===== src/rtl/mem_access_unit.sv =====
// MEM-stage data-memory access unit: one req/ack transaction per load/store,
// with store lane steering, load extension, misalign detection and bus timeout.
module mem_access_unit #(
  parameter int TIMEOUT_CYC = 16,
  parameter int CNT_W       = 5
) (
  input  logic        clk,
  input  logic        rst,
  input  logic        mem_re,
  input  logic        mem_we,
  input  logic [2:0]  funct3,
  input  logic [31:0] addr,
  input  logic [31:0] wdata,
  output logic        dm_req,
  output logic        dm_we,
  output logic [31:0] dm_addr,
  output logic [31:0] dm_wdata,
  output logic [3:0]  dm_wstrb,
  input  logic        dm_ack,
  input  logic [31:0] dm_rdata,
  output logic [31:0] load_data,
  output logic        stall_mem,
  output logic        acc_fault,
  output logic        bus_err
);

  typedef enum logic [1:0] {
    IDLE,
    REQ,
    DONE,
    ERR
  } state_t;

  state_t           state, state_n;
  logic [CNT_W-1:0] cnt;
  logic [2:0]       f3_q;
  logic [1:0]       off_q;

  logic        acc, legal, aligned, go, tmo;
  logic [3:0]  wstrb_n;
  logic [31:0] wdata_n;
  logic [31:0] lane_w;
  logic [7:0]  lane_b;
  logic [15:0] lane_h;
  logic [31:0] ext;

  assign acc = mem_re | mem_we;
  assign go  = (state == IDLE) && acc && legal && aligned;
  assign tmo = (cnt == CNT_W'(TIMEOUT_CYC - 1));

  always_comb begin
    legal = 1'b0;
    if (mem_we)
      legal = !funct3[2] && (funct3[1:0] != 2'b11);
    else
      legal = (funct3[1:0] != 2'b11) && !(funct3[2] && funct3[1]);
  end

  always_comb begin
    aligned = 1'b0;
    unique case (1'b1)
      funct3[1:0] == 2'b00: aligned = 1'b1;
      funct3[1:0] == 2'b01: aligned = !addr[0];
      funct3[1:0] == 2'b10: aligned = (addr[1:0] == 2'b00);
      default:              aligned = 1'b0;
    endcase
  end

  always_comb begin
    wstrb_n = 4'h0;
    wdata_n = wdata;
    unique case (1'b1)
      funct3[1:0] == 2'b00: begin
        wstrb_n = 4'b0001 << addr[1:0];
        wdata_n = {4{wdata[7:0]}};
      end
      funct3[1:0] == 2'b01: begin
        wstrb_n = 4'b0011 << {addr[1], 1'b0};
        wdata_n = {2{wdata[15:0]}};
      end
      default: wstrb_n = 4'hF;
    endcase
    if (!mem_we)
      wstrb_n = 4'h0;
  end

  // Offset and size were latched at issue; upstream inputs are frozen anyway.
  always_comb begin
    lane_w = dm_rdata >> {off_q, 3'b000};
    lane_b = lane_w[7:0];
    lane_h = off_q[1] ? dm_rdata[31:16] : dm_rdata[15:0];
    ext    = dm_rdata;
    unique case (1'b1)
      f3_q == 3'b000: ext = {{24{lane_b[7]}}, lane_b};
      f3_q == 3'b100: ext = {24'h0, lane_b};
      f3_q == 3'b001: ext = {{16{lane_h[15]}}, lane_h};
      f3_q == 3'b101: ext = {16'h0, lane_h};
      default:        ext = dm_rdata;
    endcase
  end

  always_comb begin
    state_n = state;
    unique case (state)
      IDLE: if (go) state_n = REQ;
      REQ: begin
        if (dm_ack)   state_n = DONE;
        else if (tmo) state_n = ERR;
      end
      DONE:    state_n = IDLE;
      ERR:     state_n = IDLE;
      default: state_n = IDLE;
    endcase
  end

  always_ff @(posedge clk) begin
    if (rst) begin
      state     <= IDLE;
      cnt       <= '0;
      dm_req    <= 1'b0;
      dm_we     <= 1'b0;
      dm_addr   <= '0;
      dm_wdata  <= '0;
      dm_wstrb  <= '0;
      load_data <= '0;
      f3_q      <= '0;
      off_q     <= '0;
    end else begin
      state <= state_n;
      if (state == IDLE) begin
        if (go) begin
          dm_req   <= 1'b1;
          dm_we    <= mem_we;
          dm_addr  <= {addr[31:2], 2'b00};
          dm_wdata <= wdata_n;
          dm_wstrb <= wstrb_n;
          f3_q     <= funct3;
          off_q    <= addr[1:0];
        end else if (acc) begin
          load_data <= '0;
        end
      end else if (state == REQ) begin
        if (dm_ack) begin
          load_data <= ext;
          dm_req    <= 1'b0;
          cnt       <= '0;
        end else if (tmo) begin
          load_data <= '0;
          dm_req    <= 1'b0;
          cnt       <= '0;
        end else begin
          cnt <= cnt + 1'b1;
        end
      end
    end
  end

  assign stall_mem = go || (state == REQ);
  assign acc_fault = !rst && (state == IDLE) && acc && !(legal && aligned);
  assign bus_err   = (state == ERR);

endmodule

===== config.mk =====
export PLATFORM = sky130hd
export DESIGN_NAME = mem_access_unit
export DESIGN_NICKNAME = d
export VERILOG_FILES = /design/src/rtl/mem_access_unit.sv
export SDC_FILE = /design/constraint.sdc
export NUM_CORES = 1
export LEC_CHECK = 0
export CAP_MARGIN = 20
export CORE_MARGIN = 8
export CORE_UTILIZATION = 40
export CTS_CLUSTER_DIAMETER = 120
export DETAILED_ROUTE_END_ITERATION = 10
export PLACE_DENSITY = 0.88
export SETUP_SLACK_MARGIN = 0.15
export SLEW_MARGIN = 10
export SYNTH_ARGS = -nofsm -noshare
export SYNTH_HDL_FRONTEND = slang
export SYNTH_SLANG_ARGS = --single-unit

===== constraint.sdc =====
create_clock -name clk -period 2 [get_ports clk]
set_clock_uncertainty 0.1 [all_clocks]
set_input_delay 0.5 -clock clk [delete_from_list [all_inputs] [get_ports clk]]
set_output_delay 0.5 -clock clk [all_outputs]
set_load 0.05 [all_outputs]

== After elaboration in Yosys (flattened, before gate mapping) ==
Cells that the tools add are included.

* Output and inout port bits: 105
* Input bits: 104
* Flip-flop bits (word level): 112

* $add $sub $neg: 1
* Bitwise logic cells: 2
* Shift operators: 3
* Equal/unequal tests: 14
* Reductions and logical operators: 28
* Muxes and demuxes: 24

{| class="wikitable"
|+ Operator list
! kind !! count
|-
| $mux 32 || 6
|-
| $pmux 32 s4 || 1
|-
| $pmux 32 s2 || 1
|-
| $shr 32x5->8 || 1
|-
| $mux 16 || 1
|-
| $logic_and 1x1->1 || 10
|-
| $mux 5 || 2
|-
| $ne 2x2->1 const B || 4
|-
| $pmux 4 s2 || 1
|-
| $eq 2x2->1 const B || 3
|-
| $eq 3x3->1 const B || 2
|-
| $logic_not 2->1 || 3
|-
| $mux 1 || 6
|-
| $mux 2 || 3
|-
| $pmux 2 s3 || 1
|-
| $reduce_and 2->1 || 3
|-
| $add 5x1->5 const B || 1
|-
| $eq 5x4->1 const B || 1
|-
| $logic_not 1->1 || 5
|-
| $eq 2x1->1 const B || 2
|-
| $mux 4 || 1
|-
| $reduce_and 4->1 || 1
|-
| $shl 1x2->4 const A || 1
|-
| $shl 2x2->4 const A || 1
|-
| 11 further kinds || 11
|}

== Longest topological paths before layout ==
Gate-level depths: netlist of the first run.

* Depth in word-level cells: 8
* Gate-level depth with buffers: 8
* Depth with buffers taken out: 6

== Worst setup path before layout of the first run ==
No wires, ideal clock.

* Path type: input port to output port
* From: input mem_we
* To: output acc_fault
* Required time: 1.400 ns
* Cell stages on the path: 3
* Slack: -0.311 ns
* Data arrival time: 1.711 ns
* Buffers on the path: 0
* Path through: a221oi_2 -> nor4b_1 -> nor2b_1

* Longest elaborated chain between the ends: 4
* Elaborated cells on any way between the ends: 6

{| class="wikitable"
|+ Ends and longest elaborated chain
! element !! line !! source
|-
| start: declaration || 10 || <nowiki>input logic mem_we,</nowiki>
|-
| $mux 1 || 53 || <nowiki>if (mem_we)</nowiki>
|-
| $logic_and 1x1->1 || 159 || <nowiki>assign acc_fault = !rst && (state == IDLE) && acc && !(legal && aligned);</nowiki>
|-
| $logic_not 1->1 || 159 ||
|-
| $logic_and 1x1->1 (*) || 159 ||
|-
| end: declaration || 23 || <nowiki>output logic acc_fault,</nowiki>
|}

Every way passes the cells marked *; elsewhere a longest branch is shown, timed or not.

== Final worst setup path of the first run ==
* From: register state[1]
* To: output acc_fault

* Longest elaborated chain between the ends: 4

{| class="wikitable"
|+ Ends and longest elaborated chain
! element !! line !! source
|-
| start: declaration || 34 || <nowiki>state_t state, state_n;</nowiki>
|-
| start signal: assignment || 129 || <nowiki>state <= state_n;</nowiki>
|-
| $logic_not 2->1 || 159 ||
|-
| $logic_and 1x1->1 (3 in series) || 159 ||
|}

Every way passes these cells.

==> impl_metrics.csv, run 1 <==
group,metric,value,unit
sta,hold_viol_final,0,
synthesis,synth-adder-area-share,0.250,%
placement,place.gp.congestion,0.912,
synthesis,synthMuxAreaShare,4.08,%
routing,vias,5354,
worst_setup_path,reg2reg_depth,5,
pwr,seqPwrFrac,40.2,%
worst_setup_path,worstReg2RegEnd,"load_data[9]",
sta,slew-limit-headroom,29.8,%
finish,drive_above_1_share,27.6,%
worst_hold_path,min_path_cells,2,
synthesis,synth_top_family_by_area,"compound AO/OA/AOI/OAI gates",
pwr,p_sw,1870,µW
pwr,cellInternalPower,4160,µW
clock_network,cts_tree,"built",
placement,portBuffers,206,
pwr,p_sw_share,31.0,%
floorplanning,die_area,16300,µm²
pwr,cellPowerDensity,764,nW/µm²
pwr,finalPower,6030,µW
floorplanning,start_util,40.3,%
floorplanning,core_area,12400,µm²
sta,report.final.setup_viol,2,
flow_run,cap_violations,0,
sta,setup_ws,-0.0917,ns
finish,antenna_cells,0,
synthesis,synthFlopType,"dfxtp_1",
global_route,grt_usage,20.3,%
clock_network,cts.path.max_buffers,2,
finish,fill_cells,1034,
pwr,combPwrFrac,26.7,%
worst_setup_path,timing.rr.start,"off_q[0]",
floorplanning,die_w,128,µm
worst_setup_path,worst-setup-path-type,"reg -> out",
synthesis,syn_inst,642,
worst_hold_path,whs_endpoint,"load_data[2]",
global_route,grt_overflow_total,0,
sta,period_share,105,%
pwr,clkPwrFrac,33.1,%
synthesis,async_flop_share,0,%
clock_network,clock-sinks,112,
routing,drc,0,
routing,routed_wl,17600,µm
synthesis,synth_cell_types,43,
finish,nNetsFinal,959,
sta,slew_violations,0,
global_route,grt_pass1_vias,5370,
finish,syn_to_final_growth,57.7,%
synthesis,synth_compound_area_share,22.6,%
synthesis,syn_area_per_cell,7.79,µm²
clock_network,insertion_delay,0.35,ns
synthesis,synth.ff_latch_count,112,
sta,worst_pin_slew,1.05,ns
clock_network,cts_max_level,3,
clock_network,cts_hold_buf,0,
worst_setup_path,cp_max_fo,4,
sta,rsz0062_at_grt,"true",
global_route,grt_max_degree,63,
global_route,antenna_found_initial,0,
sta,max_freq,478,MHz
clock_network,cts-buffers-inserted,9,
synthesis,synthXorXnorAreaFrac,0,%
outcome,status,"complete, but fails checks",
worst_setup_path,start_kind,"flip-flop",
synthesis,synth-simple-area-share,22.3,%
placement,hpwlAfterDp,12400,µm
synthesis,ys_warn_count,0,
routing,wl_per_cell,17.0,µm
placement,place_ws,-0.690,ns
routing,drtIter0Drc,413,
sta,min_period,2.09,ns
routing,first_pass_iters,4,
worst_hold_path,worstHoldStart,"load_data[2]",
clock_network,cts_root_buf,"clkbuf_16",
worst_setup_path,required,1.40,ns
worst_setup_path,arrival,1.49,ns
global_route,grt_pass1_wl,26500,µm
pwr,p_leak,0.00337,µW
synthesis,yosysSeqAreaShare,44.8,%
placement,place_area,7190,µm²
routing,drtAntennaViolNets,0,
worst_setup_path,worst_setup_path_end_kind,"output port",
synthesis,syn_area,5000,µm²
finish,multi_input_area,2730,µm²
worst_setup_path,r2r_slack,0.20,ns
finish,seqCellArea,2250,µm²
finish,stdcell_area,7890,µm²
outcome,violations,"negative setup slack",
clock_network,clk_pin_slew,0.07,ns
routing,vias_per_cell,5.19,
floorplanning,die_y,128,µm
floorplanning,std_cell_rows,41,
synthesis,synth_edf_count,0,
worst_hold_path,worstHoldPathType,"reg -> reg",
floorplanning,pin_count,209,
pwr,vdd_drop_max,0.000619,V
through the flow:
step / hold WS (ns) / std cells / setup TNS, ns / utilization [%]
finish: 0.345 / 1031 / -0.175 / 63.5
detailed placement: 0.335 / 1007 / -49.67 / 58.0
global route: 0.366 / 1031 / -0.282 / 63.5
floorplan: 0.360 / 643 / 0 / -
global placement: 0.327 / 1007 / -44.28 / 58.0
CTS: 0.347 / 1025 / -0.153 / 61.1
cell type report:
class	instances	share of cell area, %
Multi-Input combinational cell	474	34.6
Inverter	4	0.190
Sequential cell	112	28.5
Tap cell	172	2.73
Timing Repair Buffer	253	29.7
Clock buffer	12	3.25
Clock inverter	4	0.968
cells in the mapped netlist, types with 2 or more instances:
cell	n	area, µm²
nand2b_1	10	62.6
nand3_1	3	15.0
mux2i_1	17	170
buf_1	2	7.51
a31oi_1	7	43.8
a211oi_2	8	100
o21ai_0	46	230
a211oi_1	8	60.1
buf_2	14	70.1
mux2_2	3	33.8
o21ai_2	6	52.6
clkbuf_1	26	97.6
nor2_1	37	139
nor3b_1	4	30.0
dfxtp_1	112	2240
nand2_1	189	709
nor4_1	2	12.5
and2_1	2	12.5
nor2b_1	4	25.0
buf_4	4	30.0
nand3b_1	3	22.5
nor3_1	10	50.1
a311oi_1	8	70.1
a21oi_1	83	415
o221ai_1	6	52.6
inv_1	4	15.0
buf_6	6	67.6
o211ai_1	3	22.5
routing by layer:
layer / wire length [µm] / up-vias / GRT usage (%)
met5: 0 / - / 0
met4: 569 / 0 / 8.88
met3: 1890 / 38 / 9.32
met2: 8490 / 234 / 34.3
met1: 6630 / 2466 / 21.1
li1: - / 2616 / -
critical path: stages (launching register included):
cell     delay [ns]
dfxtp_2        0.35
nor2_4         0.12
nor4b_4        0.30
nor2b_4        0.23
buf_12         0.14
state kept, by name, summed over array words and instances (netlist names), 2 cells and up:
register,count
off_q,2
state,2
load_data,32
dm_wstrb,4
cnt,5
dm_wdata,32
f3_q,3
dm_addr,30
power by group through the flow:
stage	registers, µW	logic (µW)	clock network [µW]
6_report	2420	1610	1990
5_1_grt	2440	1710	2110
4_1_cts	2420	1520	2040
3_5_place_dp	2470	1500	0
3_3_place_gp	2460	1480	0
2_1_floorplan	2830	530	0
cell usage in the layout (no fill, tap or decap), types with 3 or more instances in the layout:
cell type,synthesis,routed
nor2_1,37,35
a31oi_1,7,7
a211oi_2,8,8
nand2_4,0,13
o21ai_2,6,15
clkbuf_16,0,13
buf_6,6,4
dfxtp_1,112,107
nand2_2,0,4
buf_12,0,8
o211ai_1,3,3
mux2i_1,17,17
a21oi_1,83,82
nand2_1,189,171
nand3b_1,3,3
clkdlybuf4s50_1,0,93
dfxtp_2,0,4
nor3_1,10,9
nand2b_1,10,10
o21ai_1,1,7
nand3_1,3,3
nor3b_1,4,4
o21ai_0,46,31
inv_1,4,4
a211oi_1,8,8
buf_4,4,137
o221ai_1,6,6
nor2b_1,4,3
a311oi_1,8,7
what timing repair did:
item                                    CTS  global route
endpoints found under the setup margin  108            37
cloned                                    0             5
gates resized for setup                  43            68
buffers inserted                          2             1
pin swaps                                 6            22
kinds of logic after synthesis:
logic type	Yosys count
AOI/OAI and AO/OA	183
adders and majority gates	1
buffers and inverters	57
muxes	20
and+or+nand+nor	268
other	1
DFF	112
worst max path at each step:
stage / from / endpoint / slack [ns] / cells past startpoint
final: state[1] / acc_fault / -0.09 / 4
after global routing: state[1] / acc_fault / -0.16 / 4
after CTS: state[1] / acc_fault / -0.08 / 4
after detailed placement: funct3[0] / acc_fault / -0.69 / 5
after global placement: funct3[0] / acc_fault / -0.66 / 5
after floorplan: addr[1] / stall_mem / 0.13 / 5
Note: power is estimated with default switching activity, not from simulation.
==> run 2: changes to the inputs <==
CORE_ASPECT_RATIO = 1.4   (was unset)
CTS_CLUSTER_SIZE = 10   (was unset)
==> impl_metrics.csv, run 2 (same netlist as run 1, synthesis figures left out) <==
group,metric,value,unit
outcome,status,"complete, but fails checks",
outcome,violations,"negative setup slack",
pwr,cellPowerDensity,753,nW/µm²
sta,rsz0062_at_grt,"true",
finish,final_common_cell,"nand2_1",
global_route,grt_pass1_wl,26900,µm
routing,drtIter0Drc,278,
worst_setup_path,timing.rr.start,"state[1]",
clock_network,clk_pin_slew,0.07,ns
sta,worst_pin_slew,0.571,ns
sta,hold-worst-slack,0.355,ns
floorplanning,start_util,40.8,%
sta,hold_viol_final,0,
sta,slew-limit-headroom,61.9,%
routing,drtAntennaViolNets,0,
floorplanning,std_cell_rows,48,
finish,antenna_cells,0,
clock_network,insertion_delay,0.34,ns
worst_setup_path,cp_max_fo,3,
sta,setup_ws,-0.0355,ns
worst_setup_path,start_kind,"input pin",
floorplanning,core_area,12300,µm²
clock_network,cts_root_buf,"clkbuf_16",
pwr,vdd_drop_max,0.000439,V
global_route,grt_pass1_vias,5343,
sta,slew_violations,0,
floorplanning,die_y,148,µm
worst_setup_path,r2r_slack,0.23,ns
floorplanning,pin_count,209,
clock_network,cts_max_level,3,
worst_hold_path,worstHoldStart,"dm_addr[2]",
placement,hpwlAfterDp,12800,µm
routing,first_pass_iters,4,
finish,nNetsFinal,965,
pwr,p_leak,0.00347,µW
finish,reg_top3,"dm_wdata (32), load_data (32), dm_addr (30)",
finish,fill_cells,980,
worst_setup_path,worstReg2RegEnd,"load_data[12]",
sta,report.final.setup_viol,2,
clock_network,clock-sinks,112,
routing,wl_per_cell,17.3,µm
sta,period_share,102,%
clock_network,cts.path.max_buffers,2,
sta,max_freq,491,MHz
floorplanning,die_area,16400,µm²
finish,fin_util,64.6,%
worst_setup_path,worst_setup_path_end_kind,"output port",
worst_setup_path,worst-setup-path-type,"in -> out",
floorplanning,die_w,110,µm
routing,drc,0,
worst_hold_path,whs_endpoint,"dm_addr[2]",
placement,place_ws,-0.569,ns
global_route,antenna_found_initial,0,
finish,syn_to_final_growth,58.2,%
worst_setup_path,arrival,1.44,ns
finish,final_cell_mix,"151 x nand2_1, 142 x buf_4, 109 x dfxtp_1, 91 x clkdlybuf4s50_1, 82 x a21oi_1",
sta,min_period,2.04,ns
global_route,grt_max_degree,54,
clock_network,cts-buffers-inserted,9,
finish,drive_above_1_share,29.4,%
placement,place.gp.congestion,0.872,
worst_hold_path,worstHoldPathType,"reg -> reg",
routing,vias_per_cell,5.29,
global_route,grt_usage,19.9,%
worst_setup_path,reg2reg_depth,9,
clock_network,cts_tree,"built",
worst_hold_path,min_path_cells,2,
flow_run,cap_violations,0,
worst_setup_path,required,1.40,ns
routing,routed_wl,17500,µm
routing,vias,5363,
global_route,grt_overflow_total,0,
placement,portBuffers,206,
-- run 2: changes by cell type in the layout (fill, tap and decap cells not counted), sizes merged --
cell           previous run  this run
dlymetal6s2s              2         0
bufbuf                    0         1
clkdlybuf4s15             1         0
clkbuf                   16        13
buf                     153       161
clkinv                    1         0
clkdlybuf4s50            93        91
dlygate4sd2               0         4
-- run 2: cell type report --
cell class	instances	area, µm²	share of cell area (%)
multi-input cells	474	2770	35.1
repair buffers	259	2370	30.0
flip-flops and latches	112	2250	28.4
clock buffers	11	243	3.07
well taps	150	188	2.37
clock inverters	3	67.6	0.854
inverters	4	15.0	0.190
-- run 2: repair_timing --
action	4_1_cts	5_1_grt
buffers inserted	3	3
resized for setup	46	86
setup endpoints to repair	108	34
pin swaps	6	16
gates cloned	1	3
hold buffers	0	0
-- run 2: power by group --
part	total, µW	internal [µW]	switching [µW]
Clock	1900	1120	784
Sequential	2420	2350	74.2
Combinational	1630	648	984
Total	5960	4120	1840
-- run 2: how the worst max path moves through the flow --
stage	startpoint	end	slack (ns)	cells after the start
CTS	state[0]	acc_fault	-0.06	5
floorplan	addr[1]	stall_mem	0.13	5
finish	funct3[0]	acc_fault	-0.04	6
detailed placement	funct3[2]	acc_fault	-0.57	6
global placement	funct3[0]	acc_fault	-0.55	6
global route	state[0]	acc_fault	-0.12	5
-- run 2: routing by layer --
layer	routed length, µm	GRT usage [%]
met5	0	0
met4	850	11.5
met3	1500	6.13
met2	8980	35.7
met1	6150	19.9
-- run 2: per-stage QoR --
stage                     power [µW]  cell area, µm²  TNS [ns]  cells
after global routing            6200            7910    -0.213   1013
after detailed placement        4000            7220    -43.72    988
final                           5960            7910   -0.0705   1013
after floorplan                 3360            5070         0    643
after CTS                       5920            7580    -0.104   1006
after global placement          3980            7220    -40.63    988
-- run 2: worst max-delay path: stages --
cell and delay (ns):
buf_8 0.11, nor4_4 0.32, nor4b_2 0.09, buf_4 0.15, nor2b_4 0.13, buf_12 0.14
==> run 3: changes to the inputs <==
clock period = 2.6 ns   (was 2 ns; I/O delays follow)
==> impl_metrics.csv, run 3 (same netlist as run 1, synthesis figures left out) <==
group,metric,value,unit
outcome,status,"finished, final reports clean",
placement,dpl.cell_count,973,
global_route,grt_max_degree,81,
floorplanning,start_util,40.8,%
floorplanning,pin_count,209,
clock_network,cts.path.max_buffers,2,
placement,hpwlAfterDp,12500,µm
sta,max_freq,414,MHz
sta,period_share,93.0,%
clock_network,cts_root_buf,"clkbuf_16",
sta,rsz0062_at_grt,"true",
routing,drtIter0Drc,204,
worst_hold_path,worstHoldPathType,"reg -> reg",
routing,drtAntennaViolNets,0,
global_route,antenna_found_initial,0,
sta,slew-limit-headroom,25.8,%
global_route,grt_pass1_wl,26900,µm
routing,vias,5311,
routing,routed_wl,16700,µm
pwr,p_leak,0.00283,µW
finish,stdcell_area,7630,µm²
routing,drc,0,
finish,final_common_cell,"clkdlybuf4s50_1",
clock_network,cts_hold_buf,0,
clock_network,cts-buffers-inserted,9,
sta,report.final.setup_viol,0,
worst_setup_path,start_kind,"input pin",
global_route,grt_pass1_vias,5425,
finish,drive_above_1_share,9.77,%
worst_setup_path,cp_max_fo,3,
routing,vias_per_cell,5.37,
finish,syn_to_final_growth,52.5,%
finish,final_cell_count_no_fill,989,
sta,hold_viol_final,0,
clock_network,insertion_delay,0.34,ns
worst_hold_path,min_path_cells,2,
worst_setup_path,worst_setup_path_end_kind,"output port",
worst_setup_path,reg2reg_depth,5,
worst_setup_path,worst-setup-path-type,"in -> out",
finish,final_cell_mix,"195 x clkdlybuf4s50_1, 187 x nand2_1, 112 x dfxtp_1, 83 x a21oi_1, 46 x o21ai_0",
sta,min_period,2.42,ns
finish,multi_input_area,2540,µm²
clock_network,clock-sinks,112,
finish,antenna_cells,0,
clock_network,cts_max_level,3,
worst_setup_path,arrival,1.67,ns
floorplanning,core_area,12300,µm²
clock_network,clk_pin_slew,0.07,ns
placement,place.gp.congestion,0.895,
worst_setup_path,required,1.85,ns
flow_run,cap_violations,0,
floorplanning,die_w,110,µm
sta,setup_ws,0.183,ns
global_route,grt_usage,19.9,%
global_route,grt_overflow_total,0,
sta,slew_violations,0,
finish,fill_cells,1039,
placement,place_ws,-0.393,ns
floorplanning,die_y,148,µm
finish,reg_top3,"dm_wdata (32), load_data (32), dm_addr (30)",
clock_network,cts_tree,"built",
floorplanning,std_cell_rows,48,
finish,nNetsFinal,940,
finish,fin_util,62.2,%
routing,wl_per_cell,16.9,µm
pwr,cellPowerDensity,571,nW/µm²
routing,first_pass_iters,4,
placement,portBuffers,206,
sta,worst_pin_slew,1.11,ns
floorplanning,die_area,16400,µm²
sta,tns,0,ns
pwr,vdd_drop_max,0.000408,V
finish,seqCellArea,2240,µm²
placement,place_area,7280,µm²
[run 3: layout make-up]
type | instances | area share (%)
multi-input combinational | 474 | 33.3
timing repair buffer | 234 | 30.9
sequential | 112 | 29.4
clock buffer | 10 | 3.13
tap | 150 | 2.46
clock inverter | 5 | 0.525
inverter | 4 | 0.197
[run 3: final timing paths]
path	startpoint	end	slack, ns
max	funct3[2]	acc_fault	0.18
min	load_data[5]	load_data[5]	0.34
max reg2reg	off_q[0]	load_data[10]	0.62
min reg2reg	load_data[5]	load_data[5]	0.34
[run 3: timing repair]
item,4_1_cts,5_1_grt
pin swaps,2,1
resized for setup,29,13
setup buffers,0,1
endpoints found under the setup margin,2,2
[run 3: power by group]
group / switching, µW / internal [µW]
sequential: 50.2 / 1800
combinational: 710 / 471
clock: 634 / 681
[run 3: through the flow]
stage	hold slack [ns]	power, µW
6_report	0.344	4350
3_3_place_gp	0.322	3040
3_5_place_dp	0.335	3060
4_1_cts	0.346	4380
5_1_grt	0.366	4540
2_1_floorplan	0.360	2570
[run 3: critical path, cell delays in order]
cell and delay, ns:
buf_8 0.08, nor4_2 0.04, buf_4 0.14, nor4b_4 0.27, buf_4 0.16, nor2b_4 0.18
buf_12 0.15
[run 3: routing by layer]
metal  track usage, %  share of wire (%)  vias up
met1             19.8                 36     2450
met2             35.0                 50      239
met4             12.1                4.7        0
met3             7.09                9.5       54
met5                0                  0        -
li1                 -                  -     2568
